File: src/rtl/jtpinpon_rom_arb_if.sv
// Bundle for the three ROM requesters and the shared SDRAM read port.
// The slave modport is the arbiter; the master modport is the requesters plus the SDRAM.
interface jtpinpon_rom_arb_if #(
    parameter int unsigned AW = 22
);
    logic          main_cs;
    logic [AW-1:0] main_addr;
    logic [15:0]   main_data;
    logic          main_ok;
    logic          scr_cs;
    logic [AW-1:0] scr_addr;
    logic [15:0]   scr_data;
    logic          scr_ok;
    logic          obj_cs;
    logic [AW-1:0] obj_addr;
    logic [15:0]   obj_data;
    logic          obj_ok;
    logic [AW-1:0] sdram_addr;
    logic          sdram_rd;
    logic          sdram_ack;
    logic          sdram_rdy;
    logic [15:0]   sdram_din;

    modport slave (
        input  main_cs, main_addr, scr_cs, scr_addr, obj_cs, obj_addr,
        input  sdram_ack, sdram_rdy, sdram_din,
        output main_data, main_ok, scr_data, scr_ok, obj_data, obj_ok,
        output sdram_addr, sdram_rd
    );

    modport master (
        output main_cs, main_addr, scr_cs, scr_addr, obj_cs, obj_addr,
        output sdram_ack, sdram_rdy, sdram_din,
        input  main_data, main_ok, scr_data, scr_ok, obj_data, obj_ok,
        input  sdram_addr, sdram_rd
    );
endinterface

File: src/rtl/jtpinpon_rom_arb.sv
// Three-way ROM arbiter onto one SDRAM read port, with a one-word cache per requester.
// Main has fixed priority; scroll and object alternate when both are waiting.
module jtpinpon_rom_arb #(
    parameter int unsigned   AW          = 22,
    parameter logic [AW-1:0] MAIN_OFFSET = '0,
    parameter logic [AW-1:0] SCR_OFFSET  = '0,
    parameter logic [AW-1:0] OBJ_OFFSET  = '0
) (
    input logic               clk,
    input logic               rst,
    jtpinpon_rom_arb_if.slave bus
);
    typedef enum logic [1:0] {IDLE, WAIT_ACK, WAIT_RDY} state_t;
    localparam int NREQ = 3;

    state_t                    state_q, state_d;
    logic [1:0]                gnt_q, gnt_d;
    logic [AW-1:0]             lat_addr_q, lat_addr_d;
    logic [AW-1:0]             sdram_addr_q, sdram_addr_d;
    logic                      sdram_rd_q, sdram_rd_d;
    logic                      rr_obj_q, rr_obj_d;
    logic [NREQ-1:0][AW-1:0]   tag_q, tag_d;
    logic [NREQ-1:0][15:0]     data_q, data_d;
    logic [NREQ-1:0]           valid_q, valid_d;

    logic [NREQ-1:0]           cs, ok, pend;
    logic [NREQ-1:0][AW-1:0]   addr, offs;
    logic [1:0]                sel;
    logic                      store;

    // Index 0 = main, 1 = scroll, 2 = object
    assign cs   = {bus.obj_cs, bus.scr_cs, bus.main_cs};
    assign addr = {bus.obj_addr, bus.scr_addr, bus.main_addr};
    assign offs = {OBJ_OFFSET, SCR_OFFSET, MAIN_OFFSET};

    always_comb begin
        for (int i = 0; i < NREQ; i++)
            ok[i] = cs[i] & valid_q[i] & (addr[i] == tag_q[i]);
    end
    assign pend = cs & ~ok;

    assign bus.main_ok    = ok[0];
    assign bus.scr_ok     = ok[1];
    assign bus.obj_ok     = ok[2];
    assign bus.main_data  = data_q[0];
    assign bus.scr_data   = data_q[1];
    assign bus.obj_data   = data_q[2];
    assign bus.sdram_addr = sdram_addr_q;
    assign bus.sdram_rd   = sdram_rd_q;

    // rr_obj_q set means object wins a tie with scroll
    always_comb begin
        sel = 2'd1;
        if (pend[0])                 sel = 2'd0;
        else if (pend[1] && pend[2]) sel = rr_obj_q ? 2'd2 : 2'd1;
        else if (pend[2])            sel = 2'd2;
    end

    always_comb begin
        state_d      = state_q;
        gnt_d        = gnt_q;
        lat_addr_d   = lat_addr_q;
        sdram_addr_d = sdram_addr_q;
        sdram_rd_d   = sdram_rd_q;
        rr_obj_d     = rr_obj_q;
        tag_d        = tag_q;
        data_d       = data_q;
        valid_d      = valid_q;
        store        = 1'b0;
        case (state_q)
            IDLE: if (|pend) begin
                gnt_d        = sel;
                lat_addr_d   = addr[sel];
                sdram_addr_d = addr[sel] + offs[sel];
                sdram_rd_d   = 1'b1;
                state_d      = WAIT_ACK;
                if (sel != 2'd0) rr_obj_d = (sel == 2'd1);
            end
            WAIT_ACK: if (bus.sdram_ack) begin
                sdram_rd_d = 1'b0;
                if (bus.sdram_rdy) begin
                    store   = 1'b1;
                    state_d = IDLE;
                end else begin
                    state_d = WAIT_RDY;
                end
            end
            WAIT_RDY: if (bus.sdram_rdy) begin
                store   = 1'b1;
                state_d = IDLE;
            end
            default: state_d = IDLE;
        endcase
        // The fill uses the address latched at grant, not whatever the requester shows now
        for (int i = 0; i < NREQ; i++) begin
            if (store && gnt_q == 2'(i)) begin
                tag_d[i]   = lat_addr_q;
                data_d[i]  = bus.sdram_din;
                valid_d[i] = 1'b1;
            end
        end
    end

    always_ff @(posedge clk) begin
        if (rst) begin
            state_q      <= IDLE;
            gnt_q        <= '0;
            lat_addr_q   <= '0;
            sdram_addr_q <= '0;
            sdram_rd_q   <= 1'b0;
            rr_obj_q     <= 1'b1;
            tag_q        <= '0;
            data_q       <= '0;
            valid_q      <= '0;
        end else begin
            state_q      <= state_d;
            gnt_q        <= gnt_d;
            lat_addr_q   <= lat_addr_d;
            sdram_addr_q <= sdram_addr_d;
            sdram_rd_q   <= sdram_rd_d;
            rr_obj_q     <= rr_obj_d;
            tag_q        <= tag_d;
            data_q       <= data_d;
            valid_q      <= valid_d;
        end
    end
endmodule

File: src/flat_wrapper.sv
// flat-port wrapper written by rule: the top's interface ports become plain ports
module jtpinpon_rom_arb_flat 
#(
    parameter int unsigned   AW          = 22,
    parameter logic [AW-1:0] MAIN_OFFSET = '0,
    parameter logic [AW-1:0] SCR_OFFSET  = '0,
    parameter logic [AW-1:0] OBJ_OFFSET  = '0
)
  (clk, rst, bus_main_cs, bus_main_addr, bus_scr_cs, bus_scr_addr, bus_obj_cs, bus_obj_addr, bus_sdram_ack, bus_sdram_rdy, bus_sdram_din, bus_main_data, bus_main_ok, bus_scr_data, bus_scr_ok, bus_obj_data, bus_obj_ok, bus_sdram_addr, bus_sdram_rd);
  jtpinpon_rom_arb_if #(.AW(AW)) bus_i ();
  input logic clk;
  input logic rst;
  input wire logic [$bits(bus_i.main_cs)-1:0] bus_main_cs;
  input wire logic [$bits(bus_i.main_addr)-1:0] bus_main_addr;
  input wire logic [$bits(bus_i.scr_cs)-1:0] bus_scr_cs;
  input wire logic [$bits(bus_i.scr_addr)-1:0] bus_scr_addr;
  input wire logic [$bits(bus_i.obj_cs)-1:0] bus_obj_cs;
  input wire logic [$bits(bus_i.obj_addr)-1:0] bus_obj_addr;
  input wire logic [$bits(bus_i.sdram_ack)-1:0] bus_sdram_ack;
  input wire logic [$bits(bus_i.sdram_rdy)-1:0] bus_sdram_rdy;
  input wire logic [$bits(bus_i.sdram_din)-1:0] bus_sdram_din;
  output wire logic [$bits(bus_i.main_data)-1:0] bus_main_data;
  output wire logic [$bits(bus_i.main_ok)-1:0] bus_main_ok;
  output wire logic [$bits(bus_i.scr_data)-1:0] bus_scr_data;
  output wire logic [$bits(bus_i.scr_ok)-1:0] bus_scr_ok;
  output wire logic [$bits(bus_i.obj_data)-1:0] bus_obj_data;
  output wire logic [$bits(bus_i.obj_ok)-1:0] bus_obj_ok;
  output wire logic [$bits(bus_i.sdram_addr)-1:0] bus_sdram_addr;
  output wire logic [$bits(bus_i.sdram_rd)-1:0] bus_sdram_rd;
  assign bus_i.main_cs = bus_main_cs;
  assign bus_i.main_addr = bus_main_addr;
  assign bus_i.scr_cs = bus_scr_cs;
  assign bus_i.scr_addr = bus_scr_addr;
  assign bus_i.obj_cs = bus_obj_cs;
  assign bus_i.obj_addr = bus_obj_addr;
  assign bus_i.sdram_ack = bus_sdram_ack;
  assign bus_i.sdram_rdy = bus_sdram_rdy;
  assign bus_i.sdram_din = bus_sdram_din;
  assign bus_main_data = bus_i.main_data;
  assign bus_main_ok = bus_i.main_ok;
  assign bus_scr_data = bus_i.scr_data;
  assign bus_scr_ok = bus_i.scr_ok;
  assign bus_obj_data = bus_i.obj_data;
  assign bus_obj_ok = bus_i.obj_ok;
  assign bus_sdram_addr = bus_i.sdram_addr;
  assign bus_sdram_rd = bus_i.sdram_rd;
  jtpinpon_rom_arb #(.AW(AW), .MAIN_OFFSET(MAIN_OFFSET), .SCR_OFFSET(SCR_OFFSET), .OBJ_OFFSET(OBJ_OFFSET)) u_core (.clk(clk), .rst(rst), .bus(bus_i));
endmodule
File: config.mk
export PLATFORM = sky130hd
export DESIGN_NAME = jtpinpon_rom_arb_flat
export DESIGN_NICKNAME = d
export VERILOG_FILES = /design/src/rtl/jtpinpon_rom_arb_if.sv /design/src/rtl/jtpinpon_rom_arb.sv /design/src/flat_wrapper.sv
export SDC_FILE = /design/constraint.sdc
export NUM_CORES = 1
export LEC_CHECK = 0
export BUFFER_PORTS_ARGS = -buffer_cell sky130_fd_sc_hd__buf_2
export CORE_ASPECT_RATIO = 2
export CORE_MARGIN = 3
export CORE_UTILIZATION = 50
export DETAILED_ROUTE_END_ITERATION = 12
export PLACE_DENSITY = 0.85
export SLEW_MARGIN = 25
export SYNTH_ARGS = -nofsm -noshare
export SYNTH_HDL_FRONTEND = slang
export SYNTH_SLANG_ARGS = --single-unit
File: constraint.sdc
create_clock -name clk -period 5.6 [get_ports clk]
set_clock_uncertainty 0.2 [all_clocks]
set_input_delay 0.28 -clock clk [delete_from_list [all_inputs] [get_ports clk]]
set_output_delay 0.28 -clock clk [all_outputs]
set_load 0.02 [all_outputs]
# == Yosys cells after proc, flatten, opt, wreduce, memory -nomap -nowiden ==
# Index checks and enable logic that the tools add are counted.
# totals
ff_bits,167
latchBits,0
ramBits,0
mem_bits_ro,0
input_bits,89
out_inout_bits,74
word_cells,68
memories,0
# classes
n_addsub,1
mul,0
n_div,0
magnitude_cmp,1
n_eq_ne,11
n_shift,0
n_mux,19
bitwise_logic,8
n_reduce_logical,13
# ops
operator,count
$bmux W22 S2,2
$eq A22 B22 Y1,3
$mux W22,2
$add A22 B22 Y22,1
$mux W2,8
$reduce_and A3 Y1,3
$and A1 B1 Y1,6
$eq A2 B1 Y1 const B,3
$pmux W2 S3,1
$eq A2 B2 Y1 const B,2
$logic_and A1 B1 Y1,4
$logic_not A2 Y1,2
$mux W1,4
$ne A2 B2 Y1 const B,2
$pmux W1 S2,2
$reduce_bool A2 Y1,2
$and A3 B3 Y3,1
$lt A2 B3 Y1 const B,1
$not A3 Y3,1
$reduce_or A3 Y1,1
$ne A2 B1 Y1 const B,1
$reduce_and A2 Y1,1

# == Logic depth before layout (Yosys ltp) ==
# Gate-level depths: netlist (run 1).
# logic_depth
ltp_word,10
depth_mapped,10
ltp_nobuf,8

# == Worst setup path before layout (run 1) ==
# No wires, ideal clock.
# synth_path
path_type,flip-flop to flip-flop
startpoint,reg u_core.tag_q[57] (netlist name)
endpoint,"reg u_core.sdram_addr_q[16], in the netlist u_core.bus.sdram_addr[16]"
arrival_time_ns,2.323
slack_ns,2.960
stages_incl_launch_ff,10
path_buffers,2
synth_period_minus_slack_ns,2.640
path_cell_list,dfxtp_1 -> xor2_1 -> or4_1 -> nor4_2 -> a31oi_1 -> o31ai_2 -> buf_4 -> buf_6 -> nor3_1 -> a32o_1
# synth_between
elab_chain_len,10
# synth_lines
element,line_no,text
"start, declared",jtpinpon_rom_arb.sv:22,"logic [NREQ-1:0][AW-1:0] tag_q, tag_d;"
"start signal, assigned",jtpinpon_rom_arb.sv:122,tag_q <= tag_d;
$eq A22 B22 Y1 (*),jtpinpon_rom_arb.sv:38,ok[i] = cs[i] & valid_q[i] & (addr[i] == tag_q[i]);
$and A1 B1 Y1 (*),jtpinpon_rom_arb.sv:38,
$not A3 Y3 (*),jtpinpon_rom_arb.sv:40,assign pend = cs & ~ok;
$and A3 B3 Y3 (*),jtpinpon_rom_arb.sv:40,
$mux W2 / $logic_and A1 B1 Y1 (equally long branches),"jtpinpon_rom_arb.sv:56, jtpinpon_rom_arb.sv:55",
$mux W2,jtpinpon_rom_arb.sv:55,else if (pend[1] && pend[2]) sel = rr_obj_q ? 2'd2 : 2'd1;
$mux W2,jtpinpon_rom_arb.sv:54,if (pend[0]) sel = 2'd0;
$bmux W22 S2,jtpinpon_rom_arb.sv:74,sdram_addr_d = addr[sel] + offs[sel];
$mux W22 (implied by the code),jtpinpon_rom_arb.sv:74,
$add A22 B22 Y22,jtpinpon_rom_arb.sv:74,
"end signal, assigned",jtpinpon_rom_arb.sv:119,sdram_addr_q <= sdram_addr_d;
"end, declared",jtpinpon_rom_arb.sv:19,"logic [AW-1:0] sdram_addr_q, sdram_addr_d;"
# Mark *: on every way between the ends. The rest lies on a longest branch, timed or not. The select of a mux whose other input is x is not followed.
# A chain may end at the register's enable or synchronous reset.

# == Worst setup path after layout (run 1) ==
# layout_path
startpoint,reg u_core.tag_q[18] (netlist name)
endpoint,"reg u_core.sdram_addr_q[3], in the netlist u_core.bus.sdram_addr[3]"
# layout_between
elab_chain_len,8
# layout_lines
element,line_no
$eq A22 B22 Y1 (*),jtpinpon_rom_arb.sv:38
$and A1 B1 Y1 (*),jtpinpon_rom_arb.sv:38
$not A3 Y3 (*),jtpinpon_rom_arb.sv:40
$and A3 B3 Y3 (*),jtpinpon_rom_arb.sv:40
$mux W2,jtpinpon_rom_arb.sv:54
$bmux W22 S2,jtpinpon_rom_arb.sv:74
$mux W22 (implied by the code),jtpinpon_rom_arb.sv:74
$add A22 B22 Y22,jtpinpon_rom_arb.sv:74
# Marked as above.

==> results.md, run 1 <==
- Layout cells sized above 1: 21.0%
- First-pass GRT wire length: 33.8 mm
- Peak VDD IR: 0.257 mV
- Post-DR wirelength/cell: 19.2 um
- N_diodes: 0
- CTS tree: done
- Setup TNS Final: 0 ns
- Fin. max-slew vios: 0
- Cells after Synth: 835
- Die W: 86.6 um
- Crit. End Element: flip-flop
- Slowest cell on crit path: o31ai_4
- Area growth syn-to-layout: 25.0%
- Antenna-violating nets left: 0
- Register area: 2900 um2
- Pwr Total: 2.53 mW
- Via count: 6676
- Root buffer cell: clkbuf_16
- Count leader, synth: nand2_1
- RSZ-0062 raised after global routing: false
- Worst EP arrival: 4.03 ns
- EDFF count, synth: 0
- Post-Syn Nets: 927
- Area contributors post-synth: dfxtp_1, nand2_1, a21oi_1, xor2_1, nor2_1
- Initial core utilization: 51.5%
- Clock latency on the worst-skew pair: 0.42 ns
- Share of flip-flops with an asynchronous set or reset: 0%
- Main synth FF type: dfxtp_1
- Post-synth top area cell: dfxtp_1
- Worst-path clk slew: 0.07 ns
- Worst-path cell chain: xor2_1 -> nor4_1 -> nand4_1 -> o41a_2 -> o31ai_4 -> buf_4 -> nor3_1 -> a32o_1
- Worst Hold Class: input pin to flip-flop
- Leak: 3.33 nW
- DIE AREA: 14500 um2
- Synth top area share: 44.7%
- Nets: 1078
- TritonCTS Buffers: 17
- Total GRT Usage: 30.6%
- Vias per Instance: 5.81
- Die Height: 167 um
- Synth Register Bits: 145
- CTS max path bufs: 2
- PortBufs: 162
- Fmax: 255 MHz
- Mapped Area: 6500 um2
- Worst path max stage delay: 0.87 ns
- Period minus WS final: 3.92 ns
- Post-synth top cells: nand2_1, dfxtp_1, a21oi_1
- Warnings, synthesis: 0
- TritonCTS Sinks: 145
- Pre-CTS setup slack: 1.67 ns
- Post-synthesis sequential area ratio: 44.7%
- Largest net degree at the start of global routing: 105
- Core region area: 12600 um2
- Max Fanout on Critical Path: 50
- I/O pins: 163
- Synth unique cells: 40
- Synth Area in Compound Gates: 14.4%
- Htree depth: 4
- Initial antenna violation count: 1
- Post-CTS Setup Repair Bufs: 0
- MaxCap Viol Count: 0
- Crit Path Category: flip-flop to flip-flop
- Final worst slack: 1.68 ns
- Simple-Gate Fraction of Synth Area: 23.9%
- Post-synthesis share of cell area spent on xor and xnor gates: 8.89%
- Final Setup Violations: 0
- Post-synthesis mux area share: 3.39%
- Vias in the first global route: 6455
- Worst-Margin Slew: 0.941 ns
- HPWL Detailed: 15.6 mm
- Fin. Hold Viols: 0
- # DRC: 0
- Remaining global-route overflow: 0
- Post-cts sizing count: 0
- Core Rows: 58
- Startpoint Class: flip-flop
- Avg Cell Area, Syn: 7.78 um2
- DRT iter0 DRCs: 577
- GP Congestion: 0.950
- Routed WL: 22.1 mm
- Period utilisation layout: 70.0%
- Multi-input gate area: 3350 um2
- Max transition margin: 37.0%
- PD cells: 311 nW/um2
- Main combinational cell family by area after synthesis: simple AND/OR/NAND/NOR gates
- Layout fillers: 1077
- Adder-cell area share of the yosys netlist: 0.578%
- Data required time at the worst endpoint: 5.71 ns
- CTS Hold Bufs: 17
- Status: finished clean
- Initial DRT Pass Iterations: 6
==> final timing paths <==
path | cells after the start | startpoint | slack (ns) | endpoint
setup reg to reg | 8 | u_core.tag_q[18] | 1.68 | u_core.bus.sdram_addr[3]
setup / recovery | 8 | u_core.tag_q[18] | 1.68 | u_core.bus.sdram_addr[3]
hold reg to reg | 2 | u_core.bus.obj_data[3] | 0.25 | u_core.bus.obj_data[3]
hold / removal | 4 | bus_sdram_ack | 0.005 | u_core.bus.sdram_rd
==> metal layers <==
layer / GRT usage (%) / vias to the layer above / share of wire [%]
li1: - / 3107 / -
met1: 31.2 / 3036 / 31
met2: 51.4 / 401 / 51
met3: 6.89 / 130 / 8.1
met4: 25.3 / 2 / 9.0
met5: 0 / - / 0.036
==> kinds of logic (layout without fill, tap and decap cells) <==
family                   Yosys count  count (layout)
buffers and inverters             66             230
AO/OA/AOI/OAI                    156             156
flip-flops                       145             145
XOR/XNOR                          66              66
adder cells (fa/ha/maj)            3               3
multiplexers                      22              22
AND/OR/NAND/NOR                  377             377
==> power breakdown <==
| part | internal [mW] | switching [mW] |
|---|---|---|
| Sequential | 1.06 | 0.0583 |
| Combinational | 0.114 | 0.189 |
| Clock | 0.597 | 0.506 |
| Total | 1.77 | 0.754 |
==> flip-flops by register name, indices dropped and copies added (netlist names) <==
register	flops
u_core.bus.main_data	16
u_core.bus.obj_data	16
u_core.bus.scr_data	16
u_core.bus.sdram_addr	22
u_core.bus.sdram_rd	1
u_core.gnt_q	2
u_core.rr_obj_q	1
u_core.state_q	2
u_core.tag_q	66
u_core.valid_q	3
==> critical path, delay by kind of cell (launching register included) <==
family,cells,cell delay (ns)
and+or+nand+nor,3,0.83
AOI/OAI and AO/OA,3,1.89
buffers and inverters,1,0.40
DFF,1,0.32
xor gates and xnor gates,1,0.15
==> through the flow <==
stage	hold WS [ns]	area, um2	utilization, %	cells
after floorplan	0.216	6500	-	835
after global placement	0.238	7360	58.3	1100
after detailed placement	0.245	7360	58.3	1100
after CTS	0.00415	8120	64.3	1149
after global routing	0.0271	8120	64.3	1149
final	0.00528	8120	64.3	1149
==> cells in the final DEF, fill, tap and decap left out, types with 2 or more instances in the layout <==
master | synthesis | layout
nand2_1 | 240 | 240
buf_2 | 6 | 161
dfxtp_1 | 145 | 145
a21oi_1 | 118 | 118
nor2_1 | 76 | 76
xor2_1 | 41 | 41
xnor2_1 | 25 | 25
nor3_1 | 25 | 24
mux2i_1 | 22 | 22
a32o_1 | 22 | 22
clkbuf_16 | 0 | 17
dlygate4sd3_1 | 0 | 17
nor4_1 | 14 | 14
buf_4 | 2 | 10
inv_1 | 9 | 9
inv_6 | 0 | 7
nand4_1 | 6 | 6
nand3_1 | 4 | 4
or4_1 | 3 | 3
ha_1 | 3 | 3
clkinv_8 | 0 | 3
inv_8 | 0 | 3
a21o_1 | 2 | 2
and2_1 | 2 | 2
or3_1 | 2 | 2
o21a_1 | 2 | 2
o21ai_1 | 2 | 2
==> area by class of cell <==
| class | instances | share of cell area (%) |
|---|---|---|
| clock buffers | 17 | 5.24 |
| clock inverters | 15 | 1.97 |
| inverters | 9 | 0.416 |
| multi-input cells | 624 | 41.2 |
| flip-flops and latches | 145 | 35.7 |
| well taps | 150 | 2.31 |
| repair buffers | 189 | 13.1 |
Power figures use the tool's default switching activity.
==> run 2: changes to the inputs <==
ABC_AREA = 1   (was not set)
CORE_UTILIZATION = 49   (was 50)
clock period = 3.2 ns   (was 5.6 ns; I/O delays follow)
==> run 2 against run 1 <==
Compared with the run above:
- design area is 13% higher
- worst setup slack worse by 1.5 ns
- clock power is 87% higher
- non-clock buffer count is 39 higher
- largest cell class unchanged
==> results.md, run 2 <==
- Leak: 4.13 nW (was 3.33 nW)
- Fmax: 328 MHz (was 255 MHz)
- Post-synthesis sequential area ratio: 41.0% (was 44.7%)
- First-pass GRT wire length: 41.8 mm (was 33.8 mm)
- Worst-Margin Slew: 0.710 ns (was 0.941 ns)
- Status: finished clean (unchanged)
- Peak VDD IR: 0.376 mV (was 0.257 mV)
- PortBufs: 162 (unchanged)
- Commonest non-fill, non-tap cells in the layout: nand2_1, buf_2, dfxtp_1 (unchanged)
- Pwr Total: 4.80 mW (was 2.53 mW)
- Worst path max stage delay: 0.57 ns (was 0.87 ns)
- Total GRT Usage: 33.9% (was 30.6%)
- Synth top area share: 41.0% (was 44.7%)
- Internal power: 3.40 mW (was 1.77 mW)
- DRT iter0 DRCs: 715 (was 577)
- Max Fanout on Critical Path: 27 (was 50)
- Worst R2R Start: u_core.tag_q[26] (was u_core.tag_q[18])
- Avg Cell Area, Syn: 6.51 um2 (was 7.78 um2)
- Post-CTS Setup Repair Bufs: 0 (unchanged)
- HPWL Detailed: 19.2 mm (was 15.6 mm)
- PD cells: 525 nW/um2 (was 311 nW/um2)
- Fin. max-slew vios: 0 (unchanged)
- # DRC: 0 (unchanged)
- Layout cells sized above 1: 17.0% (was 21.0%)
- Layout fillers: 1254 (was 1077)
- Worst-path clk slew: 0.06 ns (was 0.07 ns)
- Period minus WS final: 3.05 ns (was 3.92 ns)
- Placed insts: 1397 (was 1100)
- Count leader, synth: nand2_1 (unchanged)
- Vias in the first global route: 8040 (was 6455)
- Most flops, register: u_core.tag_q (unchanged)
- Warnings, synthesis: 0 (unchanged)
- Vias per Instance: 5.53 (was 5.81)
- Data required time at the worst endpoint: 3.35 ns (was 5.71 ns)
- I/O pins: 163 (unchanged)
- TritonCTS Sinks: 145 (unchanged)
- Cells after Synth: 1088 (was 835)
- Crit path launch: u_core.tag_q[26] (was u_core.tag_q[18])
- Largest net degree at the start of global routing: 78 (was 105)
- Initial DRT Pass Iterations: 6 (unchanged)
- Initial core utilization: 50.4% (was 51.5%)
- Synth unique cells: 29 (was 40)
- Nets: 1371 (was 1078)
- Post-synth top area cell: dfxtp_1 (unchanged)
- Comb power frac: 15.7% (was 12.0%)
- Htree depth: 4 (unchanged)
- Area growth syn-to-layout: 29.3% (was 25.0%)
- Post-DR wirelength/cell: 18.5 um (was 19.2 um)
- Post-Syn Nets: 1180 (was 927)
- N_diodes: 0 (unchanged)
- Multi-input gate area: 3430 um2 (was 3350 um2)
- Remaining global-route overflow: 0 (unchanged)
- GP Congestion: 0.989 (was 0.950)
- Most common cell after layout, fill and taps aside: nand2_1 (unchanged)
- Slowest cell on crit path: dlygate4sd3_1 (was o31ai_4)
- Initial antenna violation count: 0 (was 1)
- Switching part of the total: 29.3% (was 29.8%)
- Core Rows: 61 (was 58)
- Hold Crit Start: bus_main_cs (was bus_sdram_ack)
- Main synth FF type: dfxtp_1 (unchanged)
- TritonCTS Buffers: 17 (unchanged)
- CTS tree: done (unchanged)
- Fin. Hold Viols: 0 (unchanged)
- RSZ-0062 raised after global routing: false (unchanged)
- Post-synth top cells: nand2_1, dfxtp_1, inv_1 (was nand2_1, dfxtp_1, a21oi_1)
- Via count: 8190 (was 6676)
- Worst-path cell chain: inv_1 -> nand2_1 -> nand2_1 -> nor2_1 -> nand2_1 -> nor2_1 -> nand3_1 -> nand3b_1 -> nand2_8 -> nor2_1 -> buf_6 -> nand2_1 -> nand2_1 -> nor2_1 -> dlygate4sd3_1 -> nor2_1 (was xor2_1 -> nor4_1 -> nand4_1 -> o41a_2 -> o31ai_4 -> buf_4 -> nor3_1 -> a32o_1)
- Crit Path Category: flip-flop to flip-flop (unchanged)
- Die Height: 176 um (was 167 um)
- Setup TNS Final: 0 ns (unchanged)
- DIE AREA: 16000 um2 (was 14500 um2)
- Max reg flops: 66 (unchanged)
- Max transition margin: 52.7% (was 37.0%)
- Crit. End Element: flip-flop (unchanged)
- Worst Hold Class: input pin to flip-flop (unchanged)
- Share of flip-flops with an asynchronous set or reset: 0% (unchanged)
- Synth Register Bits: 145 (unchanged)
- Clk pwr share: 42.8% (was 43.7%)
- Final Non-Filler Cells: 1481 (was 1149)
- CTS max path bufs: 2 (unchanged)
- Switch Pwr: 1.41 mW (was 0.754 mW)
- Final Setup Violations: 0 (unchanged)
- Die W: 91 um (was 86.6 um)
- Startpoint Class: flip-flop (unchanged)
- MaxCap Viol Count: 0 (unchanged)
- Area contributors post-synth: dfxtp_1, nand2_1, a21oi_1, o21ai_0, inv_1 (was dfxtp_1, nand2_1, a21oi_1, xor2_1, nor2_1)
- Clock latency on the worst-skew pair: 0.43 ns (was 0.42 ns)
- Worst EP arrival: 3.20 ns (was 4.03 ns)
- Core region area: 14000 um2 (was 12600 um2)
- Period utilisation layout: 95.3% (was 70.0%)
- EDFF count, synth: 0 (unchanged)
- Routed WL: 27.4 mm (was 22.1 mm)
- Root buffer cell: clkbuf_16 (unchanged)
- Register area: 2900 um2 (unchanged)
- Sequential Power Share: 41.5% (was 44.3%)
- Mapped Area: 7080 um2 (was 6500 um2)
- Antenna-violating nets left: 0 (unchanged)
[run 2: cell count changes in the layout (fill, tap and decap cells not counted), moves of 10 or more]
cell	change
a32o_1	-22
dlygate4sd3_1	+35
inv_1	+125
mux2i_1	-22
nand2_1	+32
nand3_1	+83
nor2_1	+17
nor3_1	-16
nor4_1	-12
o21ai_0	+110
o21ai_1	+10
xnor2_1	-17
xor2_1	-40
[run 2: cells by family (layout without fill, tap and decap cells)]
group | Yosys count | count (layout) | synth area share [%]
and+or+nand+nor | 482 | 482 | 28.1
AOI/OAI and AO/OA | 254 | 254 | 18.2
buffers and inverters | 195 | 399 | 11.0
DFF | 145 | 145 | 41.0
xor gates and xnor gates | 9 | 9 | 1.11
adders and majority gates | 3 | 3 | 0.530
[run 2: power groups by stage]
stage / Clock (mW) / Combinational [mW] / Sequential [mW]
finish: 2.06 / 0.754 / 1.99
global route: 2.14 / 0.815 / 1.99
CTS: 2.06 / 0.726 / 1.99
detailed placement: 0 / 0.649 / 2.02
global placement: 0 / 0.643 / 2.03
floorplan: 0 / 0.354 / 2.02
[run 2: worst max-delay path: cells and delay by family (launching register included)]
kind	cells	cell delay, ns
buffers and inverters	3	0.84
flip-flops	1	0.34
AND/OR/NAND/NOR	13	1.58
[run 2: metrics by stage]
stage	util, %	setup WS (ns)	instance area, um2	hold slack [ns]
2_1_floorplan	-	1.27	7080	0.125
3_3_place_gp	57.0	0.756	8010	0.227
3_5_place_dp	57.0	0.757	8010	0.232
4_1_cts	65.0	0.153	9130	0.00129
5_1_grt	65.2	0.00518	9150	0.0420
6_report	65.2	0.151	9150	0.0269
[run 2: final timing paths]
kind / cells past startpoint / to / slack (ns)
setup / recovery: 16 / u_core.bus.sdram_addr[11] / 0.15
hold / removal: 4 / u_core.gnt_q[0] / 0.03
setup reg to reg: 16 / u_core.bus.sdram_addr[11] / 0.15
hold reg to reg: 2 / u_core.bus.scr_data[11] / 0.24
[run 2: layer usage]
| metal | global-route usage [%] | routed length (um) | share of wire [%] |
|---|---|---|---|
| met4 | 29.2 | 2640 | 9.7 |
| met3 | 7.25 | 2170 | 7.9 |
| met1 | 32.8 | 8920 | 33 |
| met5 | 0 | 0 | 0 |
| met2 | 59.8 | 13700 | 50 |
[run 2: layout make-up]
| class | instances | area share, % |
|---|---|---|
| clock buffers | 20 | 4.88 |
| clock inverters | 12 | 1.74 |
| inverters | 139 | 5.73 |
| multi-input cells | 748 | 37.5 |
| flip-flops and latches | 145 | 31.7 |
| well taps | 189 | 2.58 |
| repair buffers | 228 | 15.9 |
[run 2: timing repair]
action / in CTS / in global routing
resized for setup: 0 / 5
setup endpoints to repair: 0 / 13
endpoints found under the hold margin: 71 / 0
hold buffers: 52 / 0
==> run 3: changes to the inputs <==
==> constraint.sdc (replaced) <==
create_clock -name clk -period 3.2 [get_ports clk]
set_clock_uncertainty 0.2 [all_clocks]
set_input_delay 0.64 -clock clk [delete_from_list [all_inputs] [get_ports clk]]
set_output_delay 0.64 -clock clk [all_outputs]
set_load 0.02 [all_outputs]
==> run 3 against run 2 <==
Compared with the run above:
- first-iteration DRC count fell by 18%
- critical endpoint is now bus_main_ok
- clock power hardly changed
- largest power group unchanged
- sequential power is essentially flat
- critical path depth is 7 lower
- worst setup slack improved by 0.22 ns
- worst hold slack improved by 0.21 ns
- highest routed layer unchanged
- maximum frequency rose by 7.8%
- global-route usage shrank 2.4 points
- sequential share of layout area is 1.9 points higher
- cell count is 3.3% lower
- wire length decreased by 7.2%
==> results.md, run 3 (same netlist as run 2, synthesis figures left out) <==
- Worst Hold Class: flip-flop to flip-flop (was input pin to flip-flop)
- GP Congestion: 0.967 (was 0.989)
- Max Fanout on Critical Path: 3 (was 27)
- CTS tree: done (unchanged)
- PortBufs: 162 (unchanged)
- CTS max path bufs: 2 (unchanged)
- Core Rows: 61 (unchanged)
- Final Setup Violations: 0 (unchanged)
- R2R setup slack: 0.63 ns (was 0.15 ns)
- Post-cts sizing count: 0 (unchanged)
- Fin. max-slew vios: 0 (unchanged)
- Worst R2R Path Depth: 8 (was 16)
- Post-DR wirelength/cell: 17.7 um (was 18.5 um)
- DRT iter0 DRCs: 585 (was 715)
- Antenna-violating nets left: 0 (unchanged)
- Data required time at the worst endpoint: 2.36 ns (was 3.35 ns)
- HPWL Detailed: 19.4 mm (was 19.2 mm)
- Commonest non-fill, non-tap cells in the layout: nand2_1, buf_2, dfxtp_1 (unchanged)
- Placed Area: 8030 um2 (was 8010 um2)
- Area growth syn-to-layout: 22.0% (was 29.3%)
- Leak: 3.93 nW (was 4.13 nW)
- Layout cells sized above 1: 18.0% (was 17.0%)
- I/O pins: 163 (unchanged)
- Worst-path clk slew: 0.06 ns (about the same)
- CTS Hold Bufs: 0 (was 52)
- # DRC: 0 (unchanged)
- Total GRT Usage: 31.5% (was 33.9%)
- Final Cell Area: 8640 um2 (was 9150 um2)
- Hold Crit Start: u_core.bus.scr_data[15] (was bus_main_cs)
- MaxCap Viol Count: 0 (unchanged)
- Period utilisation layout: 88.4% (was 95.3%)
- DIE AREA: 16000 um2 (unchanged)
- Routed WL: 25.4 mm (was 27.4 mm)
- Core region area: 14000 um2 (unchanged)
- Nets: 1322 (was 1371)
- Peak VDD IR: 0.417 mV (was 0.376 mV)
- Remaining global-route overflow: 0 (unchanged)
- Htree depth: 4 (unchanged)
- Vias per Instance: 5.46 (was 5.53)
- Period minus WS final: 2.83 ns (was 3.05 ns)
- Fin. Hold Viols: 0 (unchanged)
- N_diodes: 0 (unchanged)
- Die Height: 176 um (unchanged)
- Initial core utilization: 50.4% (unchanged)
- First-pass GRT wire length: 38.8 mm (was 41.8 mm)
- Min-Delay Endpoint: u_core.bus.scr_data[15] (was u_core.gnt_q[0])
- RSZ-0062 raised after global routing: false (unchanged)
- Via count: 7824 (was 8190)
- Setup TNS Final: 0 ns (unchanged)
- Most flops, register: u_core.tag_q (unchanged)
- Worst EP arrival: 1.99 ns (was 3.20 ns)
- TritonCTS Buffers: 17 (unchanged)
- Post-CTS Setup Repair Bufs: 0 (unchanged)
- Initial antenna violation count: 0 (unchanged)
- Worst-Margin Slew: 0.828 ns (was 0.710 ns)
- Crit. End Element: output port (was flip-flop)
- Worst R2R End: u_core.tag_q[13] (was u_core.bus.sdram_addr[11])
- Largest net degree at the start of global routing: 64 (was 78)
- Most common cell after layout, fill and taps aside: nand2_1 (unchanged)
- Worst R2R Start: u_core.state_q[0] (was u_core.tag_q[26])
- Status: finished clean (unchanged)
- Root buffer cell: clkbuf_16 (unchanged)
- Crit Path Category: input pin to output port (was flip-flop to flip-flop)
- Fmax: 354 MHz (was 328 MHz)
- PD cells: 546 nW/um2 (was 525 nW/um2)
- Initial DRT Pass Iterations: 6 (unchanged)
- Vias in the first global route: 7545 (was 8040)
- Startpoint Class: input pin (was flip-flop)
- Hold Crit Depth: 2 (was 4)
- Max transition margin: 44.2% (was 52.7%)
- Clock latency on the worst-skew pair: 0.43 ns (about the same)
- TritonCTS Sinks: 145 (unchanged)
- Die W: 91 um (unchanged)
- Max reg flops: 66 (unchanged)
## run 3: cell count changes in the layout (fill, tap and decap cells not counted), moves of 2 or more
| cell | previous run | this run |
|---|---|---|
| clkinvlp_4 | 5 | 2 |
| buf_4 | 12 | 16 |
| inv_8 | 0 | 2 |
| clkbuf_1 | 2 | 0 |
| dlygate4sd3_1 | 52 | 0 |
| inv_6 | 1 | 6 |
## run 3: metrics by stage
| stage | util (%) | hold slack [ns] | total power, mW | std cells | setup slack, ns |
|---|---|---|---|---|---|
| 2_1_floorplan | - | 0.230 | 2.38 | 1088 | 0.488 |
| 3_3_place_gp | 57.2 | 0.229 | 2.67 | 1400 | 0.309 |
| 3_5_place_dp | 57.2 | 0.234 | 2.68 | 1400 | 0.340 |
| 4_1_cts | 61.5 | 0.243 | 4.71 | 1432 | 0.338 |
| 5_1_grt | 61.5 | 0.259 | 4.86 | 1432 | 0.222 |
| 6_report | 61.5 | 0.241 | 4.72 | 1432 | 0.372 |
## run 3: routing by layer
layer  vias up  track usage, %  share of wire [%]
met5         -               0                  0
met2       396            54.7                 50
met4         0            29.4                 11
li1       3778               -                  -
met1      3520            29.9                 32
met3       130            7.42                7.6
## run 3: how the worst max path moves through the flow
stage                      from          end
3_5_place_dp   bus_main_addr[9]  bus_main_ok
6_report       bus_main_addr[9]  bus_main_ok
3_3_place_gp   bus_main_addr[9]  bus_main_ok
2_1_floorplan  bus_main_addr[9]  bus_main_ok
5_1_grt        bus_main_addr[9]  bus_main_ok
4_1_cts        bus_main_addr[9]  bus_main_ok
## run 3: critical path, stage by stage
cell	delay, ns
buf_2	0.11
inv_1	0.14
nand2_1	0.07
a21oi_1	0.15
nand3_1	0.10
nor4b_1	0.27
nand2_1	0.08
nor4_1	0.21
buf_2	0.22
## run 3: layout make-up
cell class                      count  area [um2]
Timing Repair Buffer              179         951
Multi-Input combinational cell    748        3420
Sequential cell                   145        2900
Inverter                          139         522
Clock buffer                       18         439
Fill cell                        1421        5410
Tap cell                          189         236
Clock inverter                     14         168
## run 3: where the power goes
part,leakage (nW),total [mW],switching (mW),internal (mW)
Combinational,2.46,0.673,0.456,0.218
Sequential,1.18,1.99,0.114,1.87
Clock,0.293,2.06,0.861,1.20
Total,3.93,4.72,1.43,3.29
